--- src/rtl/active_list_recovery_sequencer_if.sv ---
// Recovery-manager <-> active-list tail rollback handshake bundle.
// The master side issues the recovery request and the slave side (the sequencer) drives the pops.
interface active_list_recovery_sequencer_if #(
  parameter int unsigned COMMIT_WIDTH   = 2,
  parameter int unsigned AL_ENTRY_NUM   = 64,
  parameter int unsigned AL_COUNT_WIDTH = $clog2(AL_ENTRY_NUM + 1),
  parameter int unsigned POP_NUM_WIDTH  = $clog2(COMMIT_WIDTH + 1)
);
  logic                      recoveryStart;
  logic [AL_COUNT_WIDTH-1:0] recoveryEntryNum;
  logic                      rmtWriteReady;
  logic [POP_NUM_WIDTH-1:0]  popTailNum;
  logic [COMMIT_WIDTH-1:0]   popLaneValid;
  logic                      busy;
  logic                      recoveryDone;
  logic [AL_COUNT_WIDTH-1:0] remainingNum;
  logic                      protocolError;

  modport master (
    output recoveryStart, recoveryEntryNum, rmtWriteReady,
    input  popTailNum, popLaneValid, busy, recoveryDone, remainingNum, protocolError
  );

  modport slave (
    input  recoveryStart, recoveryEntryNum, rmtWriteReady,
    output popTailNum, popLaneValid, busy, recoveryDone, remainingNum, protocolError
  );
endinterface

--- src/rtl/active_list_recovery_sequencer.sv ---
// Rolls back the active-list tail after a misprediction/exception, popping up to
// COMMIT_WIDTH flushed entries per cycle while rename is held stalled.
module active_list_recovery_sequencer #(
  parameter int unsigned COMMIT_WIDTH = 2,
  parameter int unsigned AL_ENTRY_NUM = 64
) (
  input logic                               clk,
  input logic                               rst,
  active_list_recovery_sequencer_if.slave   bus
);
  localparam int unsigned AL_COUNT_WIDTH = $clog2(AL_ENTRY_NUM + 1);
  localparam int unsigned POP_NUM_WIDTH  = $clog2(COMMIT_WIDTH + 1);

  typedef enum logic [1:0] {
    S_IDLE = 2'd0,
    S_WALK = 2'd1,
    S_DONE = 2'd2
  } state_e;

  state_e                    state_q, state_d;
  logic [AL_COUNT_WIDTH-1:0] remaining_q, remaining_d;
  logic                      error_q, error_d;

  logic [POP_NUM_WIDTH-1:0]  pop_num_c;
  logic [COMMIT_WIDTH-1:0]   lane_valid_c;
  logic                      busy_c;
  logic                      done_c;

  // State, remaining count and sticky error register
  always_ff @(posedge clk or negedge rst) begin
    if (!rst) begin
      state_q     <= S_IDLE;
      remaining_q <= '0;
      error_q     <= 1'b0;
    end else begin
      state_q     <= state_d;
      remaining_q <= remaining_d;
      error_q     <= error_d;
    end
  end

  // Next-state and datapath update
  always_comb begin
    state_d     = state_q;
    remaining_d = remaining_q;
    error_d     = error_q;
    case (state_q)
      S_IDLE: begin
        if (bus.recoveryStart) begin
          if (bus.recoveryEntryNum > AL_COUNT_WIDTH'(AL_ENTRY_NUM)) begin
            // Oversized request: flag it but still flush the whole list
            error_d     = 1'b1;
            remaining_d = AL_COUNT_WIDTH'(AL_ENTRY_NUM);
            state_d     = S_WALK;
          end else if (bus.recoveryEntryNum == '0) begin
            state_d = S_DONE;
          end else begin
            remaining_d = bus.recoveryEntryNum;
            state_d     = S_WALK;
          end
        end
      end
      S_WALK: begin
        if (bus.recoveryStart) error_d = 1'b1;
        remaining_d = remaining_q - AL_COUNT_WIDTH'(pop_num_c);
        if (remaining_d == '0) state_d = S_DONE;
      end
      S_DONE: begin
        if (bus.recoveryStart) error_d = 1'b1;
        state_d = S_IDLE;
      end
      default: begin
        state_d     = S_IDLE;
        remaining_d = '0;
      end
    endcase
  end

  // Output decode; pop count follows rmtWriteReady in the same cycle
  always_comb begin
    pop_num_c    = '0;
    lane_valid_c = '0;
    busy_c       = 1'b0;
    done_c       = 1'b0;
    case (state_q)
      S_IDLE: busy_c = bus.recoveryStart;
      S_WALK: begin
        busy_c = 1'b1;
        if (bus.rmtWriteReady) begin
          if (remaining_q < AL_COUNT_WIDTH'(COMMIT_WIDTH)) begin
            pop_num_c = POP_NUM_WIDTH'(remaining_q);
          end else begin
            pop_num_c = POP_NUM_WIDTH'(COMMIT_WIDTH);
          end
        end
      end
      S_DONE: begin
        busy_c = 1'b1;
        done_c = 1'b1;
      end
      default: begin
        busy_c = 1'b0;
      end
    endcase
    for (int unsigned i = 0; i < COMMIT_WIDTH; i++) begin
      lane_valid_c[i] = (POP_NUM_WIDTH'(i) < pop_num_c);
    end
  end

  assign bus.popTailNum    = pop_num_c;
  assign bus.popLaneValid  = lane_valid_c;
  assign bus.busy          = busy_c;
  assign bus.recoveryDone  = done_c;
  assign bus.remainingNum  = remaining_q;
  assign bus.protocolError = error_q;

endmodule

--- src/flat_wrapper.sv ---
// flat-port wrapper written by rule: the top's interface ports become plain ports
module active_list_recovery_sequencer_flat 
#(
  parameter int unsigned COMMIT_WIDTH = 2,
  parameter int unsigned AL_ENTRY_NUM = 64
)
  (clk, rst, bus_recoveryStart, bus_recoveryEntryNum, bus_rmtWriteReady, bus_popTailNum, bus_popLaneValid, bus_busy, bus_recoveryDone, bus_remainingNum, bus_protocolError);
  active_list_recovery_sequencer_if #(.COMMIT_WIDTH(COMMIT_WIDTH), .AL_ENTRY_NUM(AL_ENTRY_NUM)) bus_i ();
  input logic clk;
  input logic rst;
  input wire logic [$bits(bus_i.recoveryStart)-1:0] bus_recoveryStart;
  input wire logic [$bits(bus_i.recoveryEntryNum)-1:0] bus_recoveryEntryNum;
  input wire logic [$bits(bus_i.rmtWriteReady)-1:0] bus_rmtWriteReady;
  output wire logic [$bits(bus_i.popTailNum)-1:0] bus_popTailNum;
  output wire logic [$bits(bus_i.popLaneValid)-1:0] bus_popLaneValid;
  output wire logic [$bits(bus_i.busy)-1:0] bus_busy;
  output wire logic [$bits(bus_i.recoveryDone)-1:0] bus_recoveryDone;
  output wire logic [$bits(bus_i.remainingNum)-1:0] bus_remainingNum;
  output wire logic [$bits(bus_i.protocolError)-1:0] bus_protocolError;
  assign bus_i.recoveryStart = bus_recoveryStart;
  assign bus_i.recoveryEntryNum = bus_recoveryEntryNum;
  assign bus_i.rmtWriteReady = bus_rmtWriteReady;
  assign bus_popTailNum = bus_i.popTailNum;
  assign bus_popLaneValid = bus_i.popLaneValid;
  assign bus_busy = bus_i.busy;
  assign bus_recoveryDone = bus_i.recoveryDone;
  assign bus_remainingNum = bus_i.remainingNum;
  assign bus_protocolError = bus_i.protocolError;
  active_list_recovery_sequencer #(.COMMIT_WIDTH(COMMIT_WIDTH), .AL_ENTRY_NUM(AL_ENTRY_NUM)) u_core (.clk(clk), .rst(rst), .bus(bus_i));
endmodule
--- config.mk ---
export PLATFORM = sky130hd
export DESIGN_NAME = active_list_recovery_sequencer_flat
export DESIGN_NICKNAME = d
export VERILOG_FILES = /design/src/rtl/active_list_recovery_sequencer_if.sv /design/src/rtl/active_list_recovery_sequencer.sv /design/src/flat_wrapper.sv
export SDC_FILE = /design/constraint.sdc
export NUM_CORES = 1
export LEC_CHECK = 0
export CAP_MARGIN = 20
export CORE_UTILIZATION = 46
export CTS_CLUSTER_DIAMETER = 30
export DETAILED_ROUTE_END_ITERATION = 8
export PLACE_DENSITY = 0.77
export SYNTH_ARGS = -nofsm -noshare
export SYNTH_HDL_FRONTEND = slang
export SYNTH_SLANG_ARGS = --single-unit
export TNS_END_PERCENT = 50
--- constraint.sdc ---
create_clock -name clk -period 3.4 [get_ports clk]
set_input_delay 0.34 -clock clk [delete_from_list [all_inputs] [get_ports clk]]
set_output_delay 0.34 -clock clk [all_outputs]
set_load 0.01 [all_outputs]
==> results list <==
* Max Clk Rate: roughly 360 MHz
- The critical path is of the flip-flop to flip-flop type.
- The area growth from synthesis to layout is 32.4%.
- Detailed-route DRC error count: 0
- Gr ovfl total: 0
* Max Root-Sink Buffers: 2
- Clock tree from TritonCTS: yes
- The pre-antenna-repair detailed-routing pass consisted of 4 iterations.
* Post-CTS Setup Inserts: 0
- Entering global routing, the biggest net connects 13 pins.
- The count of cells in the finished layout, fillers not included, comes to ~150.
- Iter 0 DRT Violations: 35
* Vias in the first global route: 792
- Initial cell density of the core: 49.6%
- The routed design has 2190 um of wire.
- The root buffer cell chosen for the clock tree is sky130_fd_sc_hd__clkbuf_4.
- Counting every sink on the clock net gives 10.
* Final hold violations: 0
- Arrival time reported for the critical path endpoint: between 2000 and 3000 ps
- Buffers placed on the I/O ports in this run total 24.
- The sequential cells in the finished layout cover a total of 250 um2.
- The number of nets in the synthesized netlist is 115.
- The die is 45.4 um tall.
- After synthesis the cells add up to 866 um2.
- Post-cts resize count: 0
* H-Tree Level Count: 1
* Global placer's final weighted congestion: 0.880
- In this run the core area contains 15 standard-cell rows.
- In the final layout, the multi-input gates occupy 554 um2.
- Clock transition at the register clock pins on the worst setup and hold paths after CTS: 80 ps
- Die width: roughly 45 um
* Post-detailed-placement half-perimeter wirelength: 1690 um
* Maximum vdd ir drop: 498 uV
- For the pin with the worst max-slew slack, the measured transition is 675 ps.
- Kind of path behind the tightest hold check: primary input to asynchronous set/reset pin
* Worst Setup Start Kind: flip-flop
* Placed cells: between 100 and 150
- Measured against its own limit, the worst slew margin works out to ~55%.
- The floorplan step defined a die boundary enclosing about 2000 um2.
- Max-cap violations in this run came to 0.
- Syn Inst Count: 97
- I/O pin total: 25
- Period utilisation layout: between 80 and 90%
- Wire length on met3: 87 um
- Initial antenna violation count: 0
- For the final routed database, the setup TNS stands at 0 ps.
- The largest single stage delay on the critical path is around 500 ps.
- For this design, the slowest cell found on the critical path is sky130_fd_sc_hd__fa_1.
* Post-synthesis average cell area: 8.93 um2
- Across every metal layer, demand over resource in global routing totals 24.4%.
- Final-stage net count: 140
* Wire length of the first global-routing pass: 3600 um
- The repair_antennas step left the layout with diodes totalling 0.
- CP Cell Sequence: or3_4 -> nand3b_1 -> nand3_1 -> inv_1 -> fa_1 -> xnor2_1 -> nand3_1 -> o41ai_1 -> o211ai_2
- The core region is 1750 um2.
- The flow ran to the end, and the final reports show no timing, DRC or antenna violations.
- Buffers inserted to repair hold after CTS numbered 0.
- Clock tree synthesis inserted a total of 3 buffers.
- Insertion delay of the later-clocked pin in the worst-skew pair: 280 ps
* Required time at the endpoint of the critical path: 3540 ps
- Counting both buffers and inverters, the worst setup path holds a total of 1.
* Detail-routed net length per standard cell: 15.0 um
- Met2 wire length: 1050 um
- After synthesis, the netlist uses 38 different library cells.
- YS warnings: 0
- Unrepaired setup endpoints after global routing: no
- Cell Pwr Density: 841 nW/um2
* Cell family contributing the most delay on the critical path: simple AND/OR/NAND/NOR gates
* Post-route met1 wirelength: 1020 um
- Vias: 853
- Setup violations remaining at the end of the flow were counted as 0.
- DR top layer: met4
- The total count of max-transition violations in the final report was 0.
- Once detail routing completed, the nets flagged for antenna violations numbered 0.
* Share of final-layout standard cells stronger than drive strength 1: 9.92%
- Number of inserted filler cells in the final layout: 151
- Largest fanout on the critical path: 7
- Vias per cell: 5.84
- Counting stages on the worst path, the most repeated cell is sky130_fd_sc_hd__nand3_1.
* Clock skew after layout: 1.12 ps
- Summed over all cells, the static leakage comes to ~0.00048 uW.
- Sequential share of the synthesized area: 28.9%
* Min cycle time layout: 2800 ps
- Synthesis inferred 10 register bits.
- The worst setup path is captured at a flip-flop.
==> placed cells by master (no fill, tap or decap), types with 3 or more instances in the layout <==
master                            instances
sky130_fd_sc_hd__nor3_1                   3
sky130_fd_sc_hd__o21ai_1                  4
sky130_fd_sc_hd__ha_1                     6
sky130_fd_sc_hd__dfrtp_1                 10
sky130_fd_sc_hd__nand2_1                 11
sky130_fd_sc_hd__clkdlybuf4s50_1         24
sky130_fd_sc_hd__nor2b_1                  3
sky130_fd_sc_hd__clkbuf_4                 3
sky130_fd_sc_hd__a22o_1                   8
sky130_fd_sc_hd__nand3_1                  4
sky130_fd_sc_hd__nor2_1                   6
sky130_fd_sc_hd__inv_1                    8
sky130_fd_sc_hd__o21ai_0                  5
sky130_fd_sc_hd__a21oi_1                  3
==> final cells by class <==
cell class / instances / share of cell area (%)
clock buffers: 4 / 3.17
inverters: 9 / 2.95
multi-input cells: 74 / 48.4
flip-flops and latches: 10 / 21.8
well taps: 25 / 2.73
repair buffers: 24 / 21.0
==> worst reg2reg max path: cells and delay by family (launching register included) <==
family	cells	cell delay (ps)
adder cells (fa/ha/maj)	1	500
flip-flops	1	460
AND/OR/NAND/NOR	4	850
XOR/XNOR	1	180
AO/OA/AOI/OAI	2	590
buffers and inverters	1	90
==> layer usage <==
metal | vias to the layer above | track usage [%]
met5 | - | 0
met2 | 27 | 37.1
met4 | 0 | 8.48
li1 | 409 | -
met1 | 410 | 34.0
met3 | 7 | 5.16
==> where the power goes <==
group | total, uW | switching, uW | internal [uW]
clock network | 118 | 52.7 | 65.2
logic | 632 | 335 | 297
registers | 213 | 54.1 | 159
total | 963 | 442 | 521
==> Yosys cell counts <==
library cell,number,area [um2]
sky130_fd_sc_hd__nand2_1,11,41.3
sky130_fd_sc_hd__dfrtp_1,10,250
sky130_fd_sc_hd__a22o_1,8,70.1
sky130_fd_sc_hd__inv_1,8,30.0
sky130_fd_sc_hd__ha_1,6,75.1
sky130_fd_sc_hd__nor2_1,6,22.5
sky130_fd_sc_hd__o21ai_0,5,25.0
sky130_fd_sc_hd__nand3_1,4,20.0
sky130_fd_sc_hd__o21ai_1,4,20.0
sky130_fd_sc_hd__a21oi_1,3,15.0
sky130_fd_sc_hd__nor2b_1,3,18.8
sky130_fd_sc_hd__nor3_1,3,15.0
sky130_fd_sc_hd__a211o_1,1,8.76
sky130_fd_sc_hd__a21boi_2,1,11.3
sky130_fd_sc_hd__a21oi_2,1,8.76
sky130_fd_sc_hd__a311oi_1,1,8.76
sky130_fd_sc_hd__a311oi_4,1,26.3
sky130_fd_sc_hd__a31oi_1,1,6.26
sky130_fd_sc_hd__a32o_1,1,10.0
sky130_fd_sc_hd__buf_2,1,5.00
sky130_fd_sc_hd__buf_4,1,7.51
sky130_fd_sc_hd__buf_6,1,11.3
sky130_fd_sc_hd__clkbuf_1,1,3.75
sky130_fd_sc_hd__fa_1,1,20.0
sky130_fd_sc_hd__inv_2,1,3.75
sky130_fd_sc_hd__nand3b_1,1,7.51
sky130_fd_sc_hd__nor4_1,1,6.26
sky130_fd_sc_hd__nor4_4,1,21.3
sky130_fd_sc_hd__nor4b_1,1,8.76
sky130_fd_sc_hd__o211a_1,1,10.0
sky130_fd_sc_hd__o211ai_2,1,12.5
sky130_fd_sc_hd__o21bai_1,1,7.51
sky130_fd_sc_hd__o31a_1,1,8.76
sky130_fd_sc_hd__o41a_1,1,11.3
sky130_fd_sc_hd__o41ai_1,1,8.76
sky130_fd_sc_hd__or3_4,1,11.3
sky130_fd_sc_hd__or3b_2,1,8.76
sky130_fd_sc_hd__xnor2_1,1,8.76
==> cell families (layout without fill, tap and decap cells) <==
family / after synthesis / in the layout / synth area share [%]
and+or+nand+nor: 33 / 33 / 21.0
xor gates and xnor gates: 1 / 1 / 1.01
buffers and inverters: 13 / 37 / 7.08
AOI/OAI and AO/OA: 33 / 33 / 31.1
adders and majority gates: 7 / 7 / 11.0
DFF: 10 / 10 / 28.9
==> flip-flops by register name (all words and copies together) (netlist names) <==
| name | flops |
|---|---|
| u_core.bus.protocolError | 1 |
| u_core.state_q | 2 |
| u_core.bus.remainingNum | 7 |
==> stage by stage <==
| step | instance area, um2 | power (uW) | util (%) | worst slack [ps] | hold WS, ps |
|---|---|---|---|---|---|
| 6_report | 1150 | 963 | 65.7 | 601 | 390 |
| 4_1_cts | 1150 | 956 | 65.7 | 624 | 410 |
| 3_3_place_gp | 1110 | 825 | 63.6 | 717 | 466 |
| 5_1_grt | 1150 | 1040 | 65.7 | 430 | 431 |
| 2_1_floorplan | 866 | 632 | - | 711 | 44.4 |
| 3_5_place_dp | 1110 | 838 | 63.6 | 654 | 468 |
==> path summary, 6_finish.rpt <==
kind                                       startpoint                    endpoint  slack (ps)  depth (start not counted)
min in group clk             u_core.bus.protocolError    u_core.bus.protocolError         490                          1
setup / recovery           u_core.bus.remainingNum[4]           u_core.state_q[0]         600                          9
max in group asynchronous                         rst  u_core.bus.remainingNum[0]        2680                          1
hold reg to reg              u_core.bus.protocolError    u_core.bus.protocolError         490                          1
hold / removal                                    rst    u_core.bus.protocolError         390                          1
setup reg to reg           u_core.bus.remainingNum[4]           u_core.state_q[0]         600                          9
No activity file was read; power rests on OpenSTA's default activity.
